===== config.mk =====
export PLATFORM = sky130hd
export DESIGN_NAME = bin_to_bcd_seq
export DESIGN_NICKNAME = d
export VERILOG_FILES = /design/src/rtl/bin_to_bcd_seq.sv
export SDC_FILE = /design/constraint.sdc
export NUM_CORES = 1
export LEC_CHECK = 0
export CORE_MARGIN = 2
export CORE_UTILIZATION = 60
export DETAILED_ROUTE_END_ITERATION = 8
export PLACE_DENSITY = 0.85
export SETUP_SLACK_MARGIN = 0.15
export SLEW_MARGIN = 20
export SYNTH_ARGS = -nofsm -noshare
export SYNTH_HDL_FRONTEND = slang
export SYNTH_SLANG_ARGS = --single-unit

===== constraint.sdc =====
create_clock -name clk -period 5.2 [get_ports clk]
set_clock_uncertainty 0.2 [all_clocks]
set_input_delay 0.52 -clock clk [delete_from_list [all_inputs] [get_ports clk]]
set_output_delay 0.52 -clock clk [all_outputs]
set_load 0.01 [all_outputs]

===== src/rtl/bin_to_bcd_seq.sv =====
`default_nettype none
// +--------------------------------------------------------------------------+
// | bin_to_bcd_seq : serial double-dabble binary-to-BCD, one bit per clock    |
// | Rev 1.0                                                                  |
// +--------------------------------------------------------------------------+
module bin_to_bcd_seq #(
  parameter int WIDTH  = 16,
  parameter int DIGITS = 5
) (
  input  logic                  clk,
  input  logic                  rst_n,
  input  logic                  start,
  input  logic [WIDTH-1:0]      bin,
  output logic                  busy,
  output logic                  done,
  output logic [4*DIGITS-1:0]   bcd
);

  localparam int                  c_cnt_w = $clog2(WIDTH + 1);
  localparam logic [c_cnt_w-1:0]  c_last  = c_cnt_w'(WIDTH - 1);
  localparam logic [c_cnt_w-1:0]  c_one   = c_cnt_w'(1);

  typedef enum logic [0:0] {
    IDLE  = 1'b0,
    SHIFT = 1'b1
  } state_t;

  state_t               r_state;
  logic [WIDTH-1:0]     r_shift;
  logic [4*DIGITS-1:0]  r_work;
  logic [c_cnt_w-1:0]   r_cnt;

  logic [4*DIGITS-1:0]  w_adj;
  logic [4*DIGITS-1:0]  w_work_nxt;

  // Add-3 correction so each digit carries correctly into the next on shift.
  for (genvar i = 0; i < DIGITS; i++) begin : g_digit
    assign w_adj[4*i +: 4] = (r_work[4*i +: 4] >= 4'd5) ? r_work[4*i +: 4] + 4'd3
                                                         : r_work[4*i +: 4];
  end

  assign w_work_nxt = (w_adj << 1) | {{(4*DIGITS-1){1'b0}}, r_shift[WIDTH-1]};

  always_ff @(posedge clk or negedge rst_n) begin
    if (!rst_n) begin
      r_state <= IDLE;
      r_shift <= '0;
      r_work  <= '0;
      r_cnt   <= '0;
      busy    <= 1'b0;
      done    <= 1'b0;
      bcd     <= '0;
    end else begin
      done <= 1'b0;
      case (r_state)
        IDLE: begin
          if (start) begin
            r_shift <= bin;
            r_work  <= '0;
            r_cnt   <= '0;
            busy    <= 1'b1;
            r_state <= SHIFT;
          end
        end
        SHIFT: begin
          r_work  <= w_work_nxt;
          r_shift <= r_shift << 1;
          r_cnt   <= r_cnt + c_one;
          // Only the completed result ever reaches the output register.
          if (r_cnt == c_last) begin
            bcd     <= w_work_nxt;
            done    <= 1'b1;
            busy    <= 1'b0;
            r_state <= IDLE;
          end
        end
        default: begin
          r_state <= IDLE;
          busy    <= 1'b0;
        end
      endcase
    end
  end

endmodule
`default_nettype wire


# Yosys cells after proc, flatten, opt, wreduce, memory -nomap -nowiden
# Index checks and enable logic that the tools add are counted.
[word_totals]
regBits = 64
word_cells = 44
[op_classes]
bitwise = 2
n_eq_ne = 3
magnitude_cmp = 5
n_mux = 19
n_addsub = 6
n_reduce_logical = 2
[op_table]
columns = ["operator", "count"]
rows = [
  ["20-bit case mux with 2 select lines", 1],
  ["16-bit case mux with 2 select lines", 1],
  ["4-bit by 3-bit >= comparator with 1-bit output (second input constant)", 5],
  ["20-bit two-way mux", 1],
  ["20-bit by 1-bit bitwise OR with 20-bit output", 1],
  ["4-bit by 2-bit adder with 4-bit output (second input constant)", 4],
  ["16-bit two-way mux", 1],
  ["4-bit two-way mux", 4],
  ["5-bit case mux with 2 select lines", 1],
  ["1-bit two-way mux", 6],
  ["5-bit by 1-bit adder with 5-bit output (second input constant)", 1],
  ["5-bit by 4-bit equality test with 1-bit output (second input constant)", 1],
  ["5-bit two-way mux", 1],
  ["1-bit case mux with 2 select lines", 2],
  ["2-bit AND reduction", 2],
  ["3-bit by 2-bit adder with 3-bit output (second input constant)", 1],
  ["3-bit two-way mux", 1],
  ["2-bit by 1-bit inequality test with 1-bit output (second input constant)", 1],
  ["2-bit inequality test (second input constant)", 1],
  ["1-bit inverter", 1],
]

# Longest topological paths before layout
# Gate-level depths: netlist (run 1).
[depth]
depth_word = 4
depth_mapped = 8
depth_no_buf = 7

# Least setup slack after synthesis (run 1)
# OpenSTA, ideal clock, no wires.
[synth_path]
path_kind = "register -> register"
start = "register r_cnt[0]"
end = "register bcd[10]"
slack_ps = 3271
path_stages_with_launch = 9
required_time_ps = 4905
t_arrival_ps = 1633
path_cell_list = "dfrtp_1 > ha_1 > and3_1 > ha_1 > nand2_2 > buf_2 > buf_2 > nand2_1 > o31ai_1"
[synth_between]
elab_chain_len = 2
[synth_rtl]
columns = ["item", "line", "rtl"]
rows = [
  ["from (decl)", "31", "logic [c_cnt_w-1:0] r_cnt;"],
  ["from (signal assigned)", "68", "r_cnt <= r_cnt + c_one;"],
  ["5-bit by 4-bit equality test with 1-bit output", "70", "if (r_cnt == c_last) begin"],
  ["2-bit AND reduction (no source line)", "--", ""],
  ["to (signal assigned)", "71", "bcd <= w_work_nxt;"],
  ["to (decl)", "16", "output logic [4*DIGITS-1:0] bcd"],
]
# No other way between the ends.
# A chain may end at the register's enable or synchronous reset.

# Final worst setup path (run 1)
[layout_path]
start = "register r_cnt[0]"
end = "register bcd[5]"
# The elaborated chain is that of the path after synthesis.

==> impl_summary.md, run 1 <==
Floorplanning
The floorplan step defined a die boundary enclosing roughly 6300 um2. The initial utilization of the core area, before any placement, comes to 0.618. Measured along the x axis, the die boundary spans just under 80 um. The standard-cell row count is 27. The die outline height is 79.1 um. The area inside the core boundary is between 5000 and 6000 um2.

The number of top-level pins is 41.

Critical path
For the worst flop-to-flop path, the logic depth is 7. The required time of the worst setup path is 5.19 ns. The maximum fanout encountered on the critical timing path is 37. The path type of the worst setup path is reg2reg. The startpoint of the worst-slack reg-to-reg timing path is r_cnt[0].

The end of the worst register-to-register path is bcd[5]. STA classifies the critical path startpoint as a flip-flop. Across all register-to-register paths, the minimum setup slack is between 2 and 2.5 ns. The kind of end point of the critical path is a flip-flop. Data on the critical path arrives at its endpoint at ~2.8 ns.

Logic synthesis
The adder and majority cell fraction of the synthesized area is 0.0444. Of the total synthesized cell area, the portion taken by AND, OR, NAND and NOR gates is 0.169. The synthesized area per cell is 9.56 um2. In the synthesized netlist the async set-or-reset flop fraction comes to 1.00. By area, the combinational part of the netlist is dominated by compound AO/OA/AOI/OAI gates. The number of instances in the synthesized netlist is roughly 350. The number of synthesized register bits is 64. The proportion of synthesized area in mux cells is 0.0473. The Yosys step of the flow raised 0 warnings.

The most used flip-flop cell after synthesis is sky130_fd_sc_hd__dfrtp_1. The fraction of the mapped netlist area in compound gates is 0.199. The net count after synthesis is approximately 390.

The cell area after synthesis is 3380 um2. Yosys mapped a number of flops with a built-in enable equal to 0. The xor and xnor area share after synthesis is 0.00518. The distinct cell type count of the synthesized netlist is 40.

For this run, the register share of the synthesized area comes to 0.473.

STA
The number of failing hold endpoints at the final stage was 0. Static timing analysis puts the maximum clock frequency at about 360 MHz. The worst-margin pin slew is 0.805 ns.

The final-layout setup total negative slack is 0 ns. The final critical-path setup slack is approximately 2.4 ns. The post-layout minimum cycle time is between 2 and 3 ns. The final critical-path share of the clock period is 0.533.

The final number of max-transition violations is 0. Setup repair after global routing left no endpoint under its margin. Setup violations remaining at the end of the flow were counted as 0. Final hold analysis gives a worst-case slack of 0.133 ns.

The worst-case headroom to the max-slew limit is 0.464.

Clock network
TritonCTS built the clock tree. The cell at the root of the clock tree is sky130_fd_sc_hd__clkbuf_8. At the later pin of the worst-skew pair, clock insertion delay measures 0.35 ns.

The number of gates resized after CTS is 0. Clock tree synthesis found a total of 64 sinks. The deepest clock path buffer count is 2. The number of H-tree levels is 3. The number of hold buffers added after cts is 0. The clock-pin slew on the worst setup and hold paths is around 0.080 ns. Clock tree synthesis inserted a total of 9 buffers. Once the clock tree was built, the setup fixing pass inserted 0 buffers.

Finish
The filler cell count in the final layout is roughly 440. The fraction of layout instances using a drive strength above 1 is 0.0570. In the layout the commonest cells are sky130_fd_sc_hd__dfrtp_1 (64), sky130_fd_sc_hd__nand2_1 (55), sky130_fd_sc_hd__clkdlybuf4s50_1 (39), sky130_fd_sc_hd__o21ai_0 (30), sky130_fd_sc_hd__nand3_1 (23). The sequential cell area is ~1600 um2.

The number of inserted diodes is 0. In the final layout, the multi-input gates occupy roughly 1600 um2. After the last flow step, the layout net total stands at between 400 and 500. The library cell used most frequently in the layout, excluding fill and tap cells, is sky130_fd_sc_hd__dfrtp_1. The area growth from synthesis to layout is 16.3%.

Pwr
For this design the static power due to leakage is between 1.5 and 2 nW. Dividing total power by cell area gives a power density of 616 nW/um2. The worst IR drop on VDD is 0.000274 V.

Drt
The post-detailed-route via-to-cell ratio is slightly above 6. The DRC violations left is 0. Wires add up to 7.32 mm.

The first detailed-routing pass took 4 iterations. The number of violations reported at the end of detailed-routing iteration 0 is roughly 190. The count of nets left with antenna violations after detail routing is 0.

The routed layout has between 2000 and 3000 vias. The wire length per cell after detailed routing is roughly 16 um.

Flow run
Max-cap violations in this run came to 0.

Placement
Timing analysis after detailed placement gives a worst setup slack of approximately 2.4 ns. The placer congestion estimate is 0.860. The half-perimeter wire length after placement is roughly 4.7 mm. Port buffering added 40 buffers.

GRT
After global routing the overflow that remains totals 0. Entering global routing, the biggest net connects 65 pins. Across every metal layer, demand over resource in global routing totals 0.261.

The global-route wire length before repair is 12.8 mm. The via count of the first global-routing pass came to roughly 2700. The initial antenna violation count is 0.

Worst hold path
The kind of path behind the tightest hold check is in2async.

Status
The run finished with clean final reports.
[cell type report]
type | count | share of cell area
clock buffer | 13 | 0.0429
multi-input combinational | 245 | 0.399
timing repair buffer | 44 | 0.108
tap | 72 | 0.0229
inverter | 17 | 0.0162
sequential | 64 | 0.407
clock inverter | 3 | 0.00381
[stage by stage]
stage,utilization,total power [mW],cells,area [um2]
after floorplan,-,1.67,354,3380
after global placement,0.686,1.95,442,3750
after detailed placement,0.686,2.01,442,3750
after CTS,0.719,2.43,458,3940
after global routing,0.719,2.62,458,3940
final,0.719,2.42,458,3940
[worst max path at each step]
stage / cells past startpoint / from / end / slack (ns)
3_5_place_dp: 7 / r_cnt[0] / bcd[5] / 2.42
2_1_floorplan: 8 / r_cnt[0] / bcd[10] / 3.27
3_3_place_gp: 7 / r_cnt[0] / bcd[5] / 2.52
5_1_grt: 7 / r_cnt[0] / bcd[5] / 2.19
6_report: 7 / r_cnt[0] / bcd[5] / 2.43
4_1_cts: 7 / r_cnt[0] / bcd[5] / 2.41
[flip-flops by register name, indices dropped and copies added (netlist names)]
signal / flops
bcd: 20
busy: 1
done: 1
r_state: 1
r_shift: 16
r_work: 20
r_cnt: 5
[cells by family (layout without fill, tap and decap cells)]
kind of cell	count (synthesis)	count (layout)
fa+ha+maj	12	12
buf+inv	45	77
xor+xnor	2	2
flops	64	64
compound gates	96	96
mux	16	16
simple gates	119	119
[synthesized netlist by cell type (8+ instances only)]
library cell | number | area, um2
sky130_fd_sc_hd__buf_2 | 15 | 75.1
sky130_fd_sc_hd__o21ai_0 | 30 | 150
sky130_fd_sc_hd__o22ai_1 | 8 | 50.1
sky130_fd_sc_hd__dfrtp_1 | 64 | 1600
sky130_fd_sc_hd__nand3_1 | 23 | 115
sky130_fd_sc_hd__ha_1 | 12 | 150
sky130_fd_sc_hd__inv_1 | 17 | 63.8
sky130_fd_sc_hd__nand2_1 | 55 | 206
sky130_fd_sc_hd__clkbuf_1 | 9 | 33.8
sky130_fd_sc_hd__o31ai_1 | 9 | 67.6
sky130_fd_sc_hd__mux2i_1 | 16 | 160
sky130_fd_sc_hd__nor2b_1 | 8 | 50.1
[routing by layer]
layer,GRT usage,vias to the layer above,share of wire,wire length [um]
met1,0.352,1371,0.44,3200
met3,0.0602,15,0.049,358
li1,-,1341,-,-
met5,0,-,0,0
met2,0.414,94,0.50,3640
met4,0.0931,0,0.017,121
[critical path, stage by stage, from the launching register on]
cell                       delay (ns)
sky130_fd_sc_hd__dfrtp_1         0.41
sky130_fd_sc_hd__ha_1            0.23
sky130_fd_sc_hd__and3_1          0.19
sky130_fd_sc_hd__ha_1            0.26
sky130_fd_sc_hd__nand2_2         0.50
sky130_fd_sc_hd__inv_1           0.41
sky130_fd_sc_hd__a31oi_1         0.26
sky130_fd_sc_hd__o311ai_0        0.15
[report_power, final]
group	switching (mW)	internal, mW
clock	0.192	0.210
combinational	0.580	0.497
sequential	0.222	0.723
(Power assumes the default switching activity.)
==> run 2, diff against run 1 <==
CORE_UTILIZATION = 50   (was 60)
PLACE_DENSITY = 0.76   (was 0.85)
clock period = 2.4 ns   (was 5.2 ns; I/O delays follow)
==> run 2 against run 1 <==
  * Register-to-register slack got worse by 2.2 ns
  * Wire length decreased by 1.3%
  * Maximum frequency increased by 27%
  * Hold slack improved by 0.14 ns
  * Sequential share of layout area decreased by 1.3 points
  * Flip-flop and latch count unchanged
  * Global-route usage decreased by 5.4 points
  * Combinational power increased by 120%
  * Worst setup slack got worse by 2.2 ns
  * Largest power group unchanged
==> impl_summary.md, run 2 (synthesis gave the netlist of run 1 again) <==
Status
The run finished with clean final reports.

GRT
The busiest layer in global routing is met2. The largest net degree at the start of global routing is 45 (-31%). The met3 global-route usage is 0.0514 (-0.00880). The met1 track utilization from global routing is 0.280 (-0.0719).

The global routing met2 resource utilization is 0.331 (-0.0839). The initial antenna violation count was 0 (unchanged). The global routing usage summed across all routing layers is 0.207 (-0.0535). The via count of the first global-routing pass is 2579 (-3.9%). The global-route wire length before repair is 12.1 mm (-5.3%).

The remaining global-route overflow was 0 (unchanged).

Critical path
The slowest library cell on the worst path is sky130_fd_sc_hd__dfrtp_1. The worst setup path is launched from a flip-flop. The critical path goes through ha_1 -> and3_1 -> ha_1 -> nand2_2 -> clkinvlp_4 -> buf_4 -> a31oi_1 -> o311ai_0. Among the stages of the critical path, the cell type that occurs most often is sky130_fd_sc_hd__ha_1. The data arrival time at the worst-slack endpoint is 2.19 ns (-0.58 ns).

The path type of the worst setup path is reg2reg. The required time of the worst setup path is 2.41 ns (-2.78 ns). The maximum fanout encountered on the critical timing path came to 8 (-78%). The kind of end point of the critical path is a flip-flop. The critical path's largest stage delay is 0.40 ns (-0.10 ns).

STA
The post-layout minimum cycle time was 2.18 ns (-0.591 ns). The worst-margin pin slew is 0.697 ns (-0.107 ns). The worst hold slack came to 0.277 ns (+0.143 ns). The final critical-path share of the clock period was 0.909 (+0.376). The number of failing hold endpoints at the final stage came to 0 (unchanged).

The worst-case headroom to the max-slew limit was 0.535 (+0.0715). The final number of max-transition violations came to 0 (unchanged). The highest achievable clock rate is 458 MHz (+27%).

The number of setup violations in the final report was 0 (unchanged). Setup repair after global routing left no endpoint under its margin. The final-layout setup total negative slack is 0 ns (unchanged).

Pwr
The leakage power figure is 1.76 nW (+2.9%). The internal power summed over all cells is 3.23 mW (+130%). The worst IR drop on VDD is 0.000568 V (+110%). The share of total power in sequential cells came to 0.380 (-0.010).

The combinational group share of total power is 0.442 (-0.002). The power density relative to cell area is 1320 nW/um2 (+110%). The power dissipated by switching net loads is 2.13 mW (+110%).

The part of the power in the clock network is 0.178 (+0.012). The fraction of power spent switching nets came to 0.397 (-0.0125).

Placement
The placer congestion estimate came to 0.870 (+1.2%). The half-perimeter wire length after placement was 4.73 mm (+0.50%). The number of buffers added on ports is 40 (unchanged).

The total instance count after detailed placement is 454 (+2.7%).

Floorplanning
The area inside the core boundary is 6460 um2 (+18%). The standard-cell row count is 29 (+7.4%). The floorplan die area was 7440 um2 (+19%). The die outline width is 86.3 um (+9.1%).

The number of top-level pins is 41 (unchanged). The starting utilization of the core area came to 0.524 (-0.0944). The die outline height came to 86.3 um (+9.1%).

Drt
The via total after detailed routing is 2776 (-1.6%). The post-detailed-route via-to-cell ratio is 5.87 (-4.7%). The count of nets left with antenna violations after detail routing is 0 (unchanged). The wire length per cell after detailed routing is 15.3 um (-4.4%). The number of violations reported at the end of detailed-routing iteration 0 was 158 (-16%). The DRC violations left is 0 (unchanged). The routed wire length came to 7.23 mm (-1.3%). The number of iterations in the first detailed-routing pass is 4 (unchanged).

Clock network
The deepest clock path buffer count is 2 (unchanged). The clock sink count is 64 (unchanged). The clock latency of the later-clocked register in the worst-skew pair is 0.35 ns (about the same). The cell at the root of the clock tree is sky130_fd_sc_hd__clkbuf_8.

The total clock buffers created by CTS was 9 (unchanged). The clock tree from TritonCTS is yes. The clock-pin slew on the worst setup and hold paths came to 0.07 ns (about the same). The number of H-tree levels came to 3 (unchanged).

Finish
The final cell count without fillers is 473 (+3.3%). The filler cell count in the final layout is 564 (+28%). The library cell used most frequently in the layout, excluding fill and tap cells, is sky130_fd_sc_hd__dfrtp_1. The number of inserted diodes was 0 (unchanged).

The fraction of layout instances using a drive strength above 1 came to 0.0783 (+0.0213). The area growth from synthesis to layout is 20.1%. The number of nets in the final layout is 422 (+2.4%). The final cell utilization of the core is 0.629 (-0.0901). In the layout the commonest cells are sky130_fd_sc_hd__dfrtp_1 (64), sky130_fd_sc_hd__nand2_1 (55), sky130_fd_sc_hd__clkdlybuf4s50_1 (39), sky130_fd_sc_hd__o21ai_0 (30), sky130_fd_sc_hd__nand3_1 (23). The footprint of the multi-input gates is 1570 um2 (unchanged). In the final layout, the registers with the most flip-flops are bcd: 20 flops, r_work: 20 flops, r_shift: 16 flops. The sequential cell area was 1600 um2 (unchanged).

Worst hold path
The kind of path behind the tightest hold check is in2async.

Flow run
The count of maximum capacitance violations is 0 (unchanged).
[run 2: cell count changes in the layout (fill, tap and decap cells not counted), sizes merged]
cell,change
buf,+9
bufinv,+1
clkinv,-1
clkinvlp,+1
dlygate4sd3,+1
inv,-1
[run 2: path summary, 6_finish.rpt]
check	endpoint	startpoint	slack [ns]	cells after the start
worst max-delay path	bcd[13]	r_cnt[0]	0.22	8
worst min-delay path	done	rst_n	0.28	2
worst max register to register	bcd[13]	r_cnt[0]	0.22	8
worst min register to register	bcd[10]	bcd[10]	0.28	2
max in group asynchronous	r_cnt[1]	rst_n	1.10	3
min in group clk	bcd[10]	bcd[10]	0.28	2
[run 2: cell type report]
type / instances / area share
Clock inverter: 3 / 0.00985
Multi-Input combinational cell: 245 / 0.387
Tap cell: 77 / 0.0237
Sequential cell: 64 / 0.394
Inverter: 17 / 0.0166
Clock buffer: 13 / 0.0391
Timing Repair Buffer: 54 / 0.130
[run 2: through the flow]
step,instance area (um2),setup slack (ns),power (mW)
global placement,3840,0.396,4.31
detailed placement,3840,0.332,4.39
floorplan,3380,0.471,3.62
CTS,4050,0.319,5.36
global route,4070,0.166,5.80
finish,4070,0.218,5.36
[run 2: layer usage]
metal | vias up | part of all wire
met5 | - | 0
met4 | 0 | 0.017
met2 | 84 | 0.45
li1 | 1375 | -
met3 | 10 | 0.049
met1 | 1307 | 0.48
[run 2: timing repair]
item / in CTS / in global routing
gates resized for setup: 0 / 1
setup endpoints to repair: 0 / 1
setup buffers: 0 / 2
endpoints found under the hold margin: 29 / 0
hold buffers: 1 / 0
[run 2: power groups by stage]
| stage | combinational [mW] | sequential (mW) | clock, mW |
|---|---|---|---|
| 2_1_floorplan | 1.71 | 1.91 | 0 |
| 3_3_place_gp | 2.28 | 2.03 | 0 |
| 3_5_place_dp | 2.35 | 2.04 | 0 |
| 4_1_cts | 2.36 | 2.03 | 0.970 |
| 5_1_grt | 2.68 | 2.11 | 1.02 |
| 6_report | 2.37 | 2.03 | 0.955 |
[run 2: worst max-delay path, delay by kind of cell (launching register included)]
family                     cells  cell delay (ns)
AOI/OAI and AO/OA              2             0.32
adders and majority gates      2             0.42
DFF                            1             0.40
and+or+nand+nor                2             0.30
buffers and inverters          2             0.39
==> run 3, diff against run 2 <==
HOLD_SLACK_MARGIN = 0.06   (was not set)
==> results of run 3 <==
No change in the layout: final DEF, timing and power equal those of run 2.
